===== src/rtl/add_sub_issue.sv =====
// Command-side initiator for add_sub: FIFO-buffered commands drive the datapath, result is registered.
// Latency: command accepted at edge N -> rsp_valid after edge N+1; one op per cycle when unstalled.
// Backpressure: cmd_ready drops when the FIFO is full; a stalled response freezes capture and pops.
module add_sub_issue #(
  parameter int WIDTH = 64,
  parameter int DEPTH = 4
) (
  input  logic             clk,
  input  logic             rst,
  input  logic             cmd_valid,
  output logic             cmd_ready,
  input  logic [WIDTH-1:0] cmd_in1,
  input  logic [WIDTH-1:0] cmd_in2,
  input  logic [1:0]       cmd_flag,
  output logic [WIDTH-1:0] alu_in1,
  output logic [WIDTH-1:0] alu_in2,
  output logic [1:0]       alu_flag,
  input  logic [WIDTH-1:0] alu_out,
  output logic             rsp_valid,
  input  logic             rsp_ready,
  output logic [WIDTH-1:0] rsp_data,
  output logic [1:0]       rsp_flag,
  output logic [31:0]      ops_done
);

  localparam int          AW       = $clog2(DEPTH);
  localparam logic [AW:0] CNT_FULL = (AW+1)'(DEPTH);

  logic [WIDTH-1:0] fifo_in1  [DEPTH];
  logic [WIDTH-1:0] fifo_in2  [DEPTH];
  logic [1:0]       fifo_flag [DEPTH];

  logic [AW-1:0] wr_ptr;
  logic [AW-1:0] rd_ptr;
  logic [AW:0]   count;

  logic not_empty;
  logic push;
  logic capture;
  logic rsp_fire;

  assign not_empty = (count != '0);
  // Readiness depends on occupancy only; a same-cycle pop does not free a slot early.
  assign cmd_ready = !rst && (count < CNT_FULL);
  assign push      = cmd_valid && cmd_ready;
  assign capture   = not_empty && (!rsp_valid || rsp_ready);
  assign rsp_fire  = rsp_valid && rsp_ready;

  // Present the FIFO head to the datapath, zeros when nothing is buffered.
  always_comb begin
    alu_in1  = '0;
    alu_in2  = '0;
    alu_flag = '0;
    if (not_empty) begin
      alu_in1  = fifo_in1[rd_ptr];
      alu_in2  = fifo_in2[rd_ptr];
      alu_flag = fifo_flag[rd_ptr];
    end
  end

  // Command storage; entries are only observed through the head mux once count marks them valid.
  always_ff @(posedge clk) begin
    if (push) begin
      fifo_in1[wr_ptr]  <= cmd_in1;
      fifo_in2[wr_ptr]  <= cmd_in2;
      fifo_flag[wr_ptr] <= cmd_flag;
    end
  end

  // Pointers wrap naturally at DEPTH (power of two); count tracks occupancy 0..DEPTH.
  always_ff @(posedge clk or posedge rst) begin
    if (rst) begin
      wr_ptr <= '0;
      rd_ptr <= '0;
      count  <= '0;
    end else begin
      if (push)    wr_ptr <= wr_ptr + 1'b1;
      if (capture) rd_ptr <= rd_ptr + 1'b1;
      case ({push, capture})
        2'b10:   count <= count + 1'b1;
        2'b01:   count <= count - 1'b1;
        default: count <= count;
      endcase
    end
  end

  // Result register: load on capture, clear valid on a handshake with nothing new behind it.
  always_ff @(posedge clk or posedge rst) begin
    if (rst) begin
      rsp_valid <= 1'b0;
      rsp_data  <= '0;
      rsp_flag  <= '0;
    end else if (capture) begin
      rsp_valid <= 1'b1;
      rsp_data  <= alu_out;
      rsp_flag  <= alu_flag;
    end else if (rsp_fire) begin
      rsp_valid <= 1'b0;
    end
  end

  // Completed-response counter, wraps at 2^32.
  always_ff @(posedge clk or posedge rst) begin
    if (rst) begin
      ops_done <= '0;
    end else if (rsp_fire) begin
      ops_done <= ops_done + 32'd1;
    end
  end

endmodule

===== config.mk =====
export PLATFORM = sky130hd
export DESIGN_NAME = add_sub_issue
export DESIGN_NICKNAME = d
export VERILOG_FILES = /design/src/rtl/add_sub_issue.sv
export SDC_FILE = /design/constraint.sdc
export NUM_CORES = 1
export LEC_CHECK = 0
export CORE_MARGIN = 2
export CORE_UTILIZATION = 25
export DETAILED_ROUTE_END_ITERATION = 10
export PLACE_DENSITY_LB_ADDON = 0.3
export SKIP_LAST_GASP = 1
export SYNTH_ARGS = -nofsm -noshare
export SYNTH_HDL_FRONTEND = slang
export SYNTH_SLANG_ARGS = --single-unit

===== constraint.sdc =====
create_clock -name clk -period 3.9 [get_ports clk]
set_clock_uncertainty 0.15 [all_clocks]
set_input_delay 0.585 -clock clk [delete_from_list [all_inputs] [get_ports clk]]
set_output_delay 0.585 -clock clk [all_outputs]
set_load 0.005 [all_outputs]

Yosys cells after proc, flatten, opt, wreduce, memory -nomap -nowiden. Memory sizes are Yosys's and may differ from the RTL's. Index checks and enable logic that the tools add are counted.

Memories kept: 3. Input bits: 198. Memory bits (writable): 520. Output and inout bits: 230. Word-level logic and storage cells: 36. Register bits after elaboration: 106.

Memories: fifo_in1 (depth 4, width 64, read ports 1, clocked after Yosys merged registers in 0, wr ports 1, RTL line 29) `logic [WIDTH-1:0] fifo_in1 [DEPTH];`; fifo_in2 (depth 4, width 64, read ports 1, clocked after Yosys merged registers in 0, wr ports 1, RTL line 30) `logic [WIDTH-1:0] fifo_in2 [DEPTH];`; fifo_flag (depth 4, width 2, read ports 1, clocked after Yosys merged registers in 0, wr ports 1, RTL line 31) `logic [1:0] fifo_flag [DEPTH];`.

Muxes and demuxes: 8. Add/sub/neg operators: 5. Magnitude comparators: 1. Reduce and logical (&&, ||, !) cells: 10. Equal/unequal tests: 2.

Operators with widths (number): two-way mux 64 bit (2); adder 32 x 1 -> 32 bit, second input constant (1); one-hot mux 3 bit (2 select lines) (1); adder 2 x 1 -> 2 bit, second input constant (2); logical AND 1 bit (4); two-way mux 1 bit (4); nonzero test 2 bit (2); adder 3 x 1 -> 3 bit, second input constant (1); < comparator 3 bit, second input constant (1); nonzero test 3 bit (1); subtractor 3 x 1 -> 3 bit, second input constant (1); equality test 2 x 1 -> 1 bit, second input constant (1); equality test 2 bit, second input constant (1); logical NOT 1 bit (2); two-way mux 2 bit (1); logical OR 1 bit (1).

Longest topological paths before layout. Gate-level depths: netlist of the first run.

Word-level depth: 5. Gate-level depth with buffers: 10. Depth with buffers taken out: 9.

Worst setup path after synthesis of the first run. Ideal clock, no wire load.

Path kind: in2reg. Start point: in rst. End point: mem fifo_flag[0][0] (enable). Data required time: 3.244 ns. Path buffers: 0. Cell stages on the path: 2. Slack: -0.640 ns. Arrival: 3.885 ns. Cell sequence: nor2_1 > and3_1.

Cells in the longest elaborated chain, start to end: 5.

Ends and longest elaborated chain: start: declaration (RTL line 9) `input logic rst,`; logical NOT 1 bit (no line); logical AND 1 bit (RTL line 44) `assign cmd_ready = !rst && (count < CNT_FULL);`; logical AND 1 bit (RTL line 45) `assign push = cmd_valid && cmd_ready;`; two-way mux 1 bit (RTL line 63) `if (push) begin`; two-way mux 1 bit (not written as such) (RTL line 66) `fifo_flag[wr_ptr] <= cmd_flag;`; end: declaration (RTL line 31).

Every way passes these cells.

Final worst setup path of the first run.
Start point: reg rd_ptr[0]. End point: out alu_in2[1].

Cells in the longest elaborated chain, start to end: 2.

Ends and longest elaborated chain: start: declaration (RTL line 34) `logic [AW-1:0] rd_ptr;`; start signal: assignment (RTL line 78) `if (capture) rd_ptr <= rd_ptr + 1'b1;`; memory (4 x 64 bit); two-way mux 64 bit (RTL line 54) `if (not_empty) begin`; end: declaration (RTL line 16) `output logic [WIDTH-1:0] alu_in2,`.

Every way passes these cells.

==> results.ini, run 1 <==
[status]
status = finished, final reports clean

[yosys]
seq_area_frac_synth = 0.764
synth.distinct_cells = 29
yosysWarnings = 0
muxShareOfSynthArea = 0.154
synth_compound_area_frac = 0.000785
synth_flop_cell = edfxtp_1
ys_seq_elements = 626
synth_top_family_by_area = multiplexers
synthArstFlopShare = 0.169
synth_fa_ha_area_frac = 0.00398
syn-num-nets = 1337
synth-xor-area-share = 0.0136
synth_area_um2 = 23900
synth_edf_count = 520
synth-simple-area-share = 0.0507
avgSynthCellArea_um2 = 21.1
synth_cells = 1132

[floorplanning]
start_util = 0.252
dieArea_um2 = 98100
rows = 113
coreArea_um2 = 94900
die_h_um = 313
die_w_um = 313
boundaryPins = 428

[power]
powerDensity_nw_per_um2 = 697
peakVddDrop_uv = 364
p_leak_nw = 10.8

[grt]
track_usage = 0.119
antenna_found_initial = 7
first_global_vias = 13359
grt_pass1_wl_um = 87200
grt_max_degree = 79
grt_overflow = 0

[final_layout]
drive_gt1_frac = 0.208
fin_util = 0.341
area_growth_pct = 35.4
n_fill_cell = 8899
nets = 1821

[timing]
hold_viol_final = 0
tightest_slew_ns = 0.635
rsz0062_at_grt = no
fin_crit_ns = 3.55
finalSetupViolations = 0
max_freq_ghz = 0.282
setup_tns_ns = 0
maxSlewViolCount = 0
fin_crit_sh = 0.910
relSlewSlack = 0.574

[clock_network]
cts_tree = done
h-tree-depth = 3
clk_pin_slew_ns = 0.06
ctsRootBufferMaster = clkbuf_16
cts_made_buffers = 72
cts.sinks = 626
clock_latency_ns = 0.62
cts_hold_buf = 0
cts_resized = 0
post_cts_buffers = 0
clk_path_buf_depth = 3

[flow_run]
maxCapViolCount = 0

[placed_design]
post-dp-hpwl_um = 36700
io_buffers = 427
gp_routability_congestion = 0.743

[critical_path]
r2r_end = count[1]
ff2ff_path_depth = 7
worstSetupPathType = reg -> out
end_kind = output port
cp.arrival_ns = 2.81
timing.rr.start = count[0]
worstPathMaxFanout = 20
required_ns = 3.16
r2r_slack_ns = 1.46
startpoint_type = flop

[detailed_routing]
dr_total_vias = 12308
wl_per_cell_um = 20.0
wl_um = 58800
drtIter0Drc = 728
routed_via_density = 4.19
first_pass_iters = 4
antenna_left = 0
drcViolationCount = 0

[worst_hold_path]
min-delay-path-class = in -> async

[sequential cells by signal (all words and copies together) (netlist names)]
register	flops
rsp_flag	2
rsp_valid	1
ops_done	32
rsp_data	64
count	3
rd_ptr	2
wr_ptr	2
fifo_flag	8
fifo_in1	256
fifo_in2	256
[where the power goes]
part           switching (mW)  internal (mW)  total [mW]
combinational            3.06           4.49        7.55
sequential              0.389           8.05        8.44
clock                    2.62           3.95        6.58
total                    6.07           16.5        22.6
[routing by layer]
| metal | wire [um] | global-route usage | vias up |
|---|---|---|---|
| li1 | - | - | 5476 |
| met1 | 23800 | 0.143 | 6395 |
| met2 | 29700 | 0.203 | 342 |
| met3 | 3920 | 0.0359 | 83 |
| met4 | 1250 | 0.0401 | 12 |
| met5 | 79 | 0 | - |
[how the worst max path moves through the flow]
| stage | start | slack (ns) | to |
|---|---|---|---|
| 6_report | rd_ptr[0] | 0.35 | alu_in2[1] |
| 5_1_grt | rd_ptr[0] | 0.18 | alu_in1[59] |
| 4_1_cts | rd_ptr[0] | 0.23 | alu_in2[1] |
| 3_5_place_dp | rd_ptr[0] | 0.91 | alu_in2[1] |
| 3_3_place_gp | rd_ptr[0] | 0.92 | alu_in1[59] |
| 2_1_floorplan | rst | 0.38 | count[0] |
[synth_stat cells, types with 10 or more instances]
cell | count | area (um^2)
nand3_1 | 17 | 85.1
dfrtp_1 | 106 | 2650
nand4_1 | 14 | 87.6
buf_4 | 10 | 75.1
buf_2 | 22 | 110
clkbuf_1 | 21 | 78.8
mux4_2 | 130 | 2930
mux2_2 | 67 | 754
edfxtp_1 | 520 | 15600
xnor2_1 | 29 | 254
nand2_1 | 11 | 41.3
nor2b_1 | 130 | 813
[through the flow]
stage	hold slack, ns	power, mW	std cells	worst slack (ns)	area, um^2
2_1_floorplan	0.318	12.1	1132	0.376	23900
3_3_place_gp	0.318	16.3	2807	0.920	30100
3_5_place_dp	0.318	16.4	2807	0.911	30100
4_1_cts	0.238	23.1	2936	0.231	32400
5_1_grt	0.292	23.8	2937	0.178	32400
6_report	0.281	22.6	2937	0.353	32400
[worst max-delay path, stage by stage (launching register included)]
cell and delay (ns):
dfrtp_4 0.54, buf_4 0.43, mux4_2 0.57, nor2b_1 0.16
clkdlybuf4s50_1 0.49
[final cells by class]
| cell class | instances | area (um^2) | area share |
|---|---|---|---|
| inverter | 9 | 36.3 | 0.00112 |
| multi-input combinational | 444 | 5370 | 0.166 |
| tap | 1265 | 1580 | 0.0489 |
| antenna | 1 | 2.50 | 0.0000773 |
| clock buffer | 91 | 1960 | 0.0604 |
| clock inverter | 38 | 364 | 0.0112 |
| timing repair buffer | 463 | 4790 | 0.148 |
| sequential | 626 | 18300 | 0.564 |
[cells in the final DEF, fill, tap and decap left out, types with 2 or more instances in the layout]
master / synthesis / routed
nor3_1: 2 / 2
clkbuf_8: 0 / 2
dfrtp_4: 0 / 2
clkbuf_16: 0 / 75
bufinv_16: 0 / 6
and4_1: 2 / 2
o21ai_0: 2 / 2
xnor2_1: 29 / 29
buf_12: 0 / 20
nor4_1: 2 / 2
clkinv_1: 0 / 13
mux4_2: 130 / 130
nand2_1: 11 / 11
ha_1: 6 / 6
inv_6: 0 / 2
and3_4: 0 / 4
clkbuf_1: 21 / 14
mux2_2: 67 / 67
inv_1: 9 / 8
dfrtp_1: 106 / 104
clkinv_8: 0 / 2
clkdlybuf4s50_1: 0 / 427
nor2_1: 6 / 6
nand3_1: 17 / 17
nor2b_1: 130 / 130
xor2_1: 8 / 8
and2_1: 3 / 3
nand4_1: 14 / 14
clkinv_4: 0 / 2
and3_1: 8 / 4
edfxtp_1: 520 / 520
buf_4: 10 / 16
clkinv_2: 0 / 12
[logic make-up (layout without fill, tap and decap cells)]
group,count (synthesis),in the layout
XOR/XNOR,37,37
AO/OA/AOI/OAI,3,3
AND/OR/NAND/NOR,199,199
flip-flops,626,626
buffers and inverters,62,601
multiplexers,198,198
adder cells (fa/ha/maj),7,7
other,0,1
No activity file was read; power rests on OpenSTA's default activity.
==> run 2: changes to the inputs <==
--- a/config.mk
+++ b/config.mk
@@ -7,8 +7,8 @@
 export LEC_CHECK = 0
 export CORE_MARGIN = 2
 export CORE_UTILIZATION = 25
+export CTS_CLUSTER_DIAMETER = 30
 export DETAILED_ROUTE_END_ITERATION = 10
-export PLACE_DENSITY_LB_ADDON = 0.3
 export SKIP_LAST_GASP = 1
 export SYNTH_ARGS = -nofsm -noshare
 export SYNTH_HDL_FRONTEND = slang
==> run 2 against run 1 <==
Routed wire length rose by 0.43%. Sequential share of layout area is 3.9 points lower. First-iteration DRC count up 0.82%. Critical path depth did not move. Sequential cell count is the same. Via count rose by 4.8%. Non-clock buffer count increased by 11. Power is 22% higher. Critical endpoint is now alu_in1[4]. Largest cell class unchanged.
==> results.ini, run 2 (synthesis gave the netlist of run 1 again) <==
[clock_network]
cts_tree = done
clock_latency_ns = 0.69
cts_hold_buf = 0
cts_resized = 0
cts.sinks = 626
h-tree-depth = 4
clk_pin_slew_ns = 0.04
cts_made_buffers = 140
clk_path_buf_depth = 3
ctsRootBufferMaster = clkbuf_16
post_cts_buffers = 1

[detailed_routing]
dr_total_vias = 12893
drcViolationCount = 0
first_pass_iters = 5
drtIter0Drc = 734
antenna_left = 0
wl_um = 59000
routed_via_density = 4.20
wl_per_cell_um = 19.2

[final_layout]
largestRegisters = fifo_in1 x256, fifo_in2 x256, rsp_data x64
area_growth_pct = 45.6
fin_util = 0.367
fin_cells = 3072
nets = 1900
layout_commonest_cell = edfxtp_1
finalInstanceArea_um2 = 34800
drive_gt1_frac = 0.261
final_cell_mix = 520 x edfxtp_1, 427 x clkdlybuf4s50_1, 143 x clkbuf_16, 130 x mux4_2, 130 x nor2b_1

[critical_path]
cp.arrival_ns = 2.94
worstPathMaxFanout = 20
crit_buf_inv = 2
required_ns = 3.16
r2r_slack_ns = 1.39
r2r_end = count[2]
cp_slowest_cell = dfrtp_4
ff2ff_path_depth = 9
critPathTopFamily = buffers and inverters
worstSetupPathType = reg -> out
crit_chain = buf_12, mux4_2, nor2b_1, clkdlybuf4s50_1
end_kind = output port
timing.rr.start = count[0]
startpoint_type = flop
max_stage_delay_ns = 0.70

[grt]
first_global_vias = 14276
antenna_found_initial = 10
grt_pass1_wl_um = 88600
track_usage = 0.121
grt_max_degree = 133
grt_overflow = 0

[placed_design]
dp_cells = 2817
post-dp-hpwl_um = 36000
io_buffers = 427
placed_area_um2 = 30100
gp_routability_congestion = 0.757

[timing]
rsz0062_at_grt = no
fin_crit_ns = 3.68
tightest_slew_ns = 0.856
relSlewSlack = 0.429
fin_crit_sh = 0.943
setup_tns_ns = 0
hold_viol_final = 0
finalSetupViolations = 0
max_freq_ghz = 0.272
maxSlewViolCount = 0

[power]
peakVddDrop_uv = 642
p_comb_frac = 0.271
pwr-share-clk = 0.419
power_frac_seq = 0.310
p_leak_nw = 12.0
p_int_mw = 20.5
p_total_mw = 27.5
p_sw_mw = 6.97
powerDensity_nw_per_um2 = 789
swShare = 0.254

[worst_hold_path]
min-delay-path-class = in -> async

[floorplanning]
coreArea_um2 = 94900
dieArea_um2 = 98100
die_h_um = 313
boundaryPins = 428
die_w_um = 313
rows = 113
start_util = 0.252

[flow_run]
maxCapViolCount = 0

[status]
status = finished, final reports clean

[run 2: cell types whose count changed in the layout (fill, tap and decap cells not counted), moves of 6 or more]
cell        delta
clkinvlp_4     +9
clkbuf_16     +68
bufinv_16     +12
inv_6          +8
buf_4         +13
clkinv_4       +6
clkbuf_1       +8
clkinv_2       +7
[run 2: power groups by stage]
stage	Combinational (mW)	Sequential [mW]	Clock, mW
6_report	7.44	8.51	11.5
3_5_place_dp	7.53	8.67	0
4_1_cts	7.67	8.54	11.8
2_1_floorplan	3.59	8.47	0
3_3_place_gp	7.52	8.63	0
5_1_grt	8.02	8.61	12.1
[run 2: layout make-up]
cell class                 count  area (um^2)
fill                        8766        60100
sequential                   626        18300
multi-input combinational    444         5370
timing repair buffer         474         4850
clock buffer                 170         3730
tap                         1265         1580
clock inverter                83          961
inverter                       9         36.3
antenna                        1         2.50
[run 2: worst max path at each step]
stage,slack [ns],from,depth (start not counted),to
after global placement,0.71,rd_ptr[0],4,alu_in1[4]
final,0.22,rd_ptr[0],4,alu_in1[4]
after floorplan,0.38,rst,1,count[0]
after CTS,0.05,rd_ptr[0],4,alu_in1[4]
after global routing,0.03,rd_ptr[0],4,alu_in1[4]
after detailed placement,0.71,rd_ptr[0],4,alu_in1[4]
[run 2: per-layer routing]
| layer | part of all wire | GRT usage | up-vias |
|---|---|---|---|
| li1 | - | - | 5685 |
| met1 | 0.39 | 0.137 | 6673 |
| met2 | 0.50 | 0.200 | 400 |
| met3 | 0.078 | 0.0488 | 117 |
| met4 | 0.027 | 0.0557 | 18 |
| met5 | 0.0019 | 0 | - |
[run 2: stage by stage]
stage               setup slack (ns)  hold WS (ns)
finish                         0.221         0.254
global route                  0.0295         0.300
CTS                           0.0539         0.227
detailed placement             0.713         0.315
global placement               0.707         0.316
floorplan                      0.376         0.318
[run 2: worst register-to-register path, stage by stage, from the launching register on]
cell	delay (ns)
dfrtp_1	0.42
nor3_4	0.23
buf_12	0.54
a21oi_4	0.17
ha_1	0.26
inv_1	0.08
fa_1	0.17
xor2_1	0.17
nor2_1	0.07
xor2_1	0.14
==> run 3: changes to the inputs <==
--- a/config.mk
+++ b/config.mk
@@ -9,6 +9,7 @@
 export CORE_UTILIZATION = 25
 export CTS_CLUSTER_DIAMETER = 30
 export DETAILED_ROUTE_END_ITERATION = 10
+export RECOVER_POWER = 50
 export SKIP_LAST_GASP = 1
 export SYNTH_ARGS = -nofsm -noshare
 export SYNTH_HDL_FRONTEND = slang
==> run 3 against run 2 <==
The run now ends with max-capacitance violations, max-slew violations left. Power about the same. Clock power about the same. Non-clock buffer count is the same. Sequential cell count unchanged. Global-route usage stayed put. Core utilization down 0.054 points. Count of clock-buffer cells in the layout did not move. First-iteration DRC count rose by 0.14%.
==> results.ini, run 3 (synthesis gave the netlist of run 1 again) <==
[worst_hold_path]
holdPathStages = 1
holdPathEnd = ops_done[31]
min-delay-path-class = reg -> reg
hp-start = ops_done[31]

[detailed_routing]
first_pass_iters = 4
wl_um = 59100
dr_total_vias = 12944
drtIter0Drc = 735
drcViolationCount = 0
routed_via_density = 4.21
wl_per_cell_um = 19.2
antenna_left = 0

[power]
powerDensity_nw_per_um2 = 789
peakVddDrop_uv = 642
p_total_mw = 27.4
p_leak_nw = 12.0

[floorplanning]
die_w_um = 313
coreArea_um2 = 94900
boundaryPins = 428
dieArea_um2 = 98100
start_util = 0.252
die_h_um = 313
rows = 113

[timing]
hold_viol_final = 0
finalSetupViolations = 0
fin_crit_sh = 0.946
fin_crit_ns = 3.69
max_freq_ghz = 0.271
setup_tns_ns = 0
maxSlewViolCount = 153
relSlewSlack = -0.713
tightest_slew_ns = 2.56
rsz0062_at_grt = no

[final_layout]
layout_commonest_cell = edfxtp_1
nets = 1900
largestRegisters = fifo_in1 x256, fifo_in2 x256, rsp_data x64
area_growth_pct = 45.4
drive_gt1_frac = 0.255
n_fill_cell = 8772
final_cell_mix = 520 x edfxtp_1, 296 x clkdlybuf4s50_1, 143 x clkbuf_16, 131 x dlygate4sd3_1

[clock_network]
ctsRootBufferMaster = clkbuf_16
cts_hold_buf = 0
cts_tree = done
clock_latency_ns = 0.69
clk_path_buf_depth = 3
cts_resized = 0
cts_made_buffers = 140
h-tree-depth = 4
cts.sinks = 626
clk_pin_slew_ns = 0.04

[critical_path]
r2r_slack_ns = 0.54
worstSetupPathType = reg -> out
worstPathMaxFanout = 20
startpoint_type = flop
required_ns = 3.16
timing.rr.start = count[2]
ff2ff_path_depth = 3
r2r_end = fifo_in2[2][4]
end_kind = output port
cp.arrival_ns = 2.96

[grt]
grt_overflow = 0
grt_max_degree = 133
grt_pass1_wl_um = 88600
first_global_vias = 14276
antenna_found_initial = 19
track_usage = 0.121

[placed_design]
gp_routability_congestion = 0.757
post-dp-hpwl_um = 36000
io_buffers = 427

[status]
status = complete, but fails checks
violations = max-capacitance violations, max-slew violations

[flow_run]
maxCapViolCount = 6

[run 3: through the flow]
stage	util	hold WS (ns)	std cells	area, um^2	setup slack, ns
after floorplan	-	0.318	1132	23900	0.376
after global placement	0.317	0.316	2817	30100	0.707
after detailed placement	0.317	0.315	2817	30100	0.713
after CTS	0.367	0.227	3071	34800	0.0539
after global routing	0.366	0.306	3071	34800	0.0295
final	0.366	0.323	3073	34800	0.209
[run 3: worst max-delay path by stage]
stage / depth (start not counted) / to / from / slack (ns)
finish: 4 / alu_in1[4] / rd_ptr[0] / 0.21
global route: 4 / alu_in1[4] / rd_ptr[0] / 0.03
CTS: 4 / alu_in1[4] / rd_ptr[0] / 0.05
detailed placement: 4 / alu_in1[4] / rd_ptr[0] / 0.71
global placement: 4 / alu_in1[4] / rd_ptr[0] / 0.71
floorplan: 1 / count[0] / rst / 0.38
[run 3: final cells by class]
class	count	area [um^2]	share of cell area
multi-input combinational	444	5330	0.153
timing repair buffer	474	4840	0.139
clock buffer	170	3730	0.107
tap	1265	1580	0.0455
sequential	626	18300	0.526
clock inverter	83	961	0.0276
antenna	2	5.00	0.000144
inverter	9	35.0	0.00101
[run 3: routing by layer]
metal / share of wire / wire (um) / vias to the layer above / track usage
met4: 0.028 / 1680 / 26 / 0.0557
met3: 0.076 / 4470 / 133 / 0.0488
met2: 0.50 / 29800 / 404 / 0.200
li1: - / - / 5688 / -
met1: 0.39 / 23100 / 6693 / 0.137
met5: 0.0028 / 165 / - / 0
[run 3: critical path, cell delays in order (launching register included)]
cell	delay [ns]
dfrtp_4	0.71
buf_12	0.28
mux4_2	0.58
nor2b_1	0.17
clkdlybuf4s50_1	0.50
[run 3: timing repair]
action                                  CTS  global route
setup buffers                             1             0
endpoints found under the hold margin     0             0
endpoints found under the setup margin   27             0
[run 3: power by group]
group	internal (mW)	leakage, nW	switching, mW
Clock	7.94	2.27	3.56
Sequential	8.07	5.99	0.445
Combinational	4.45	3.73	2.97
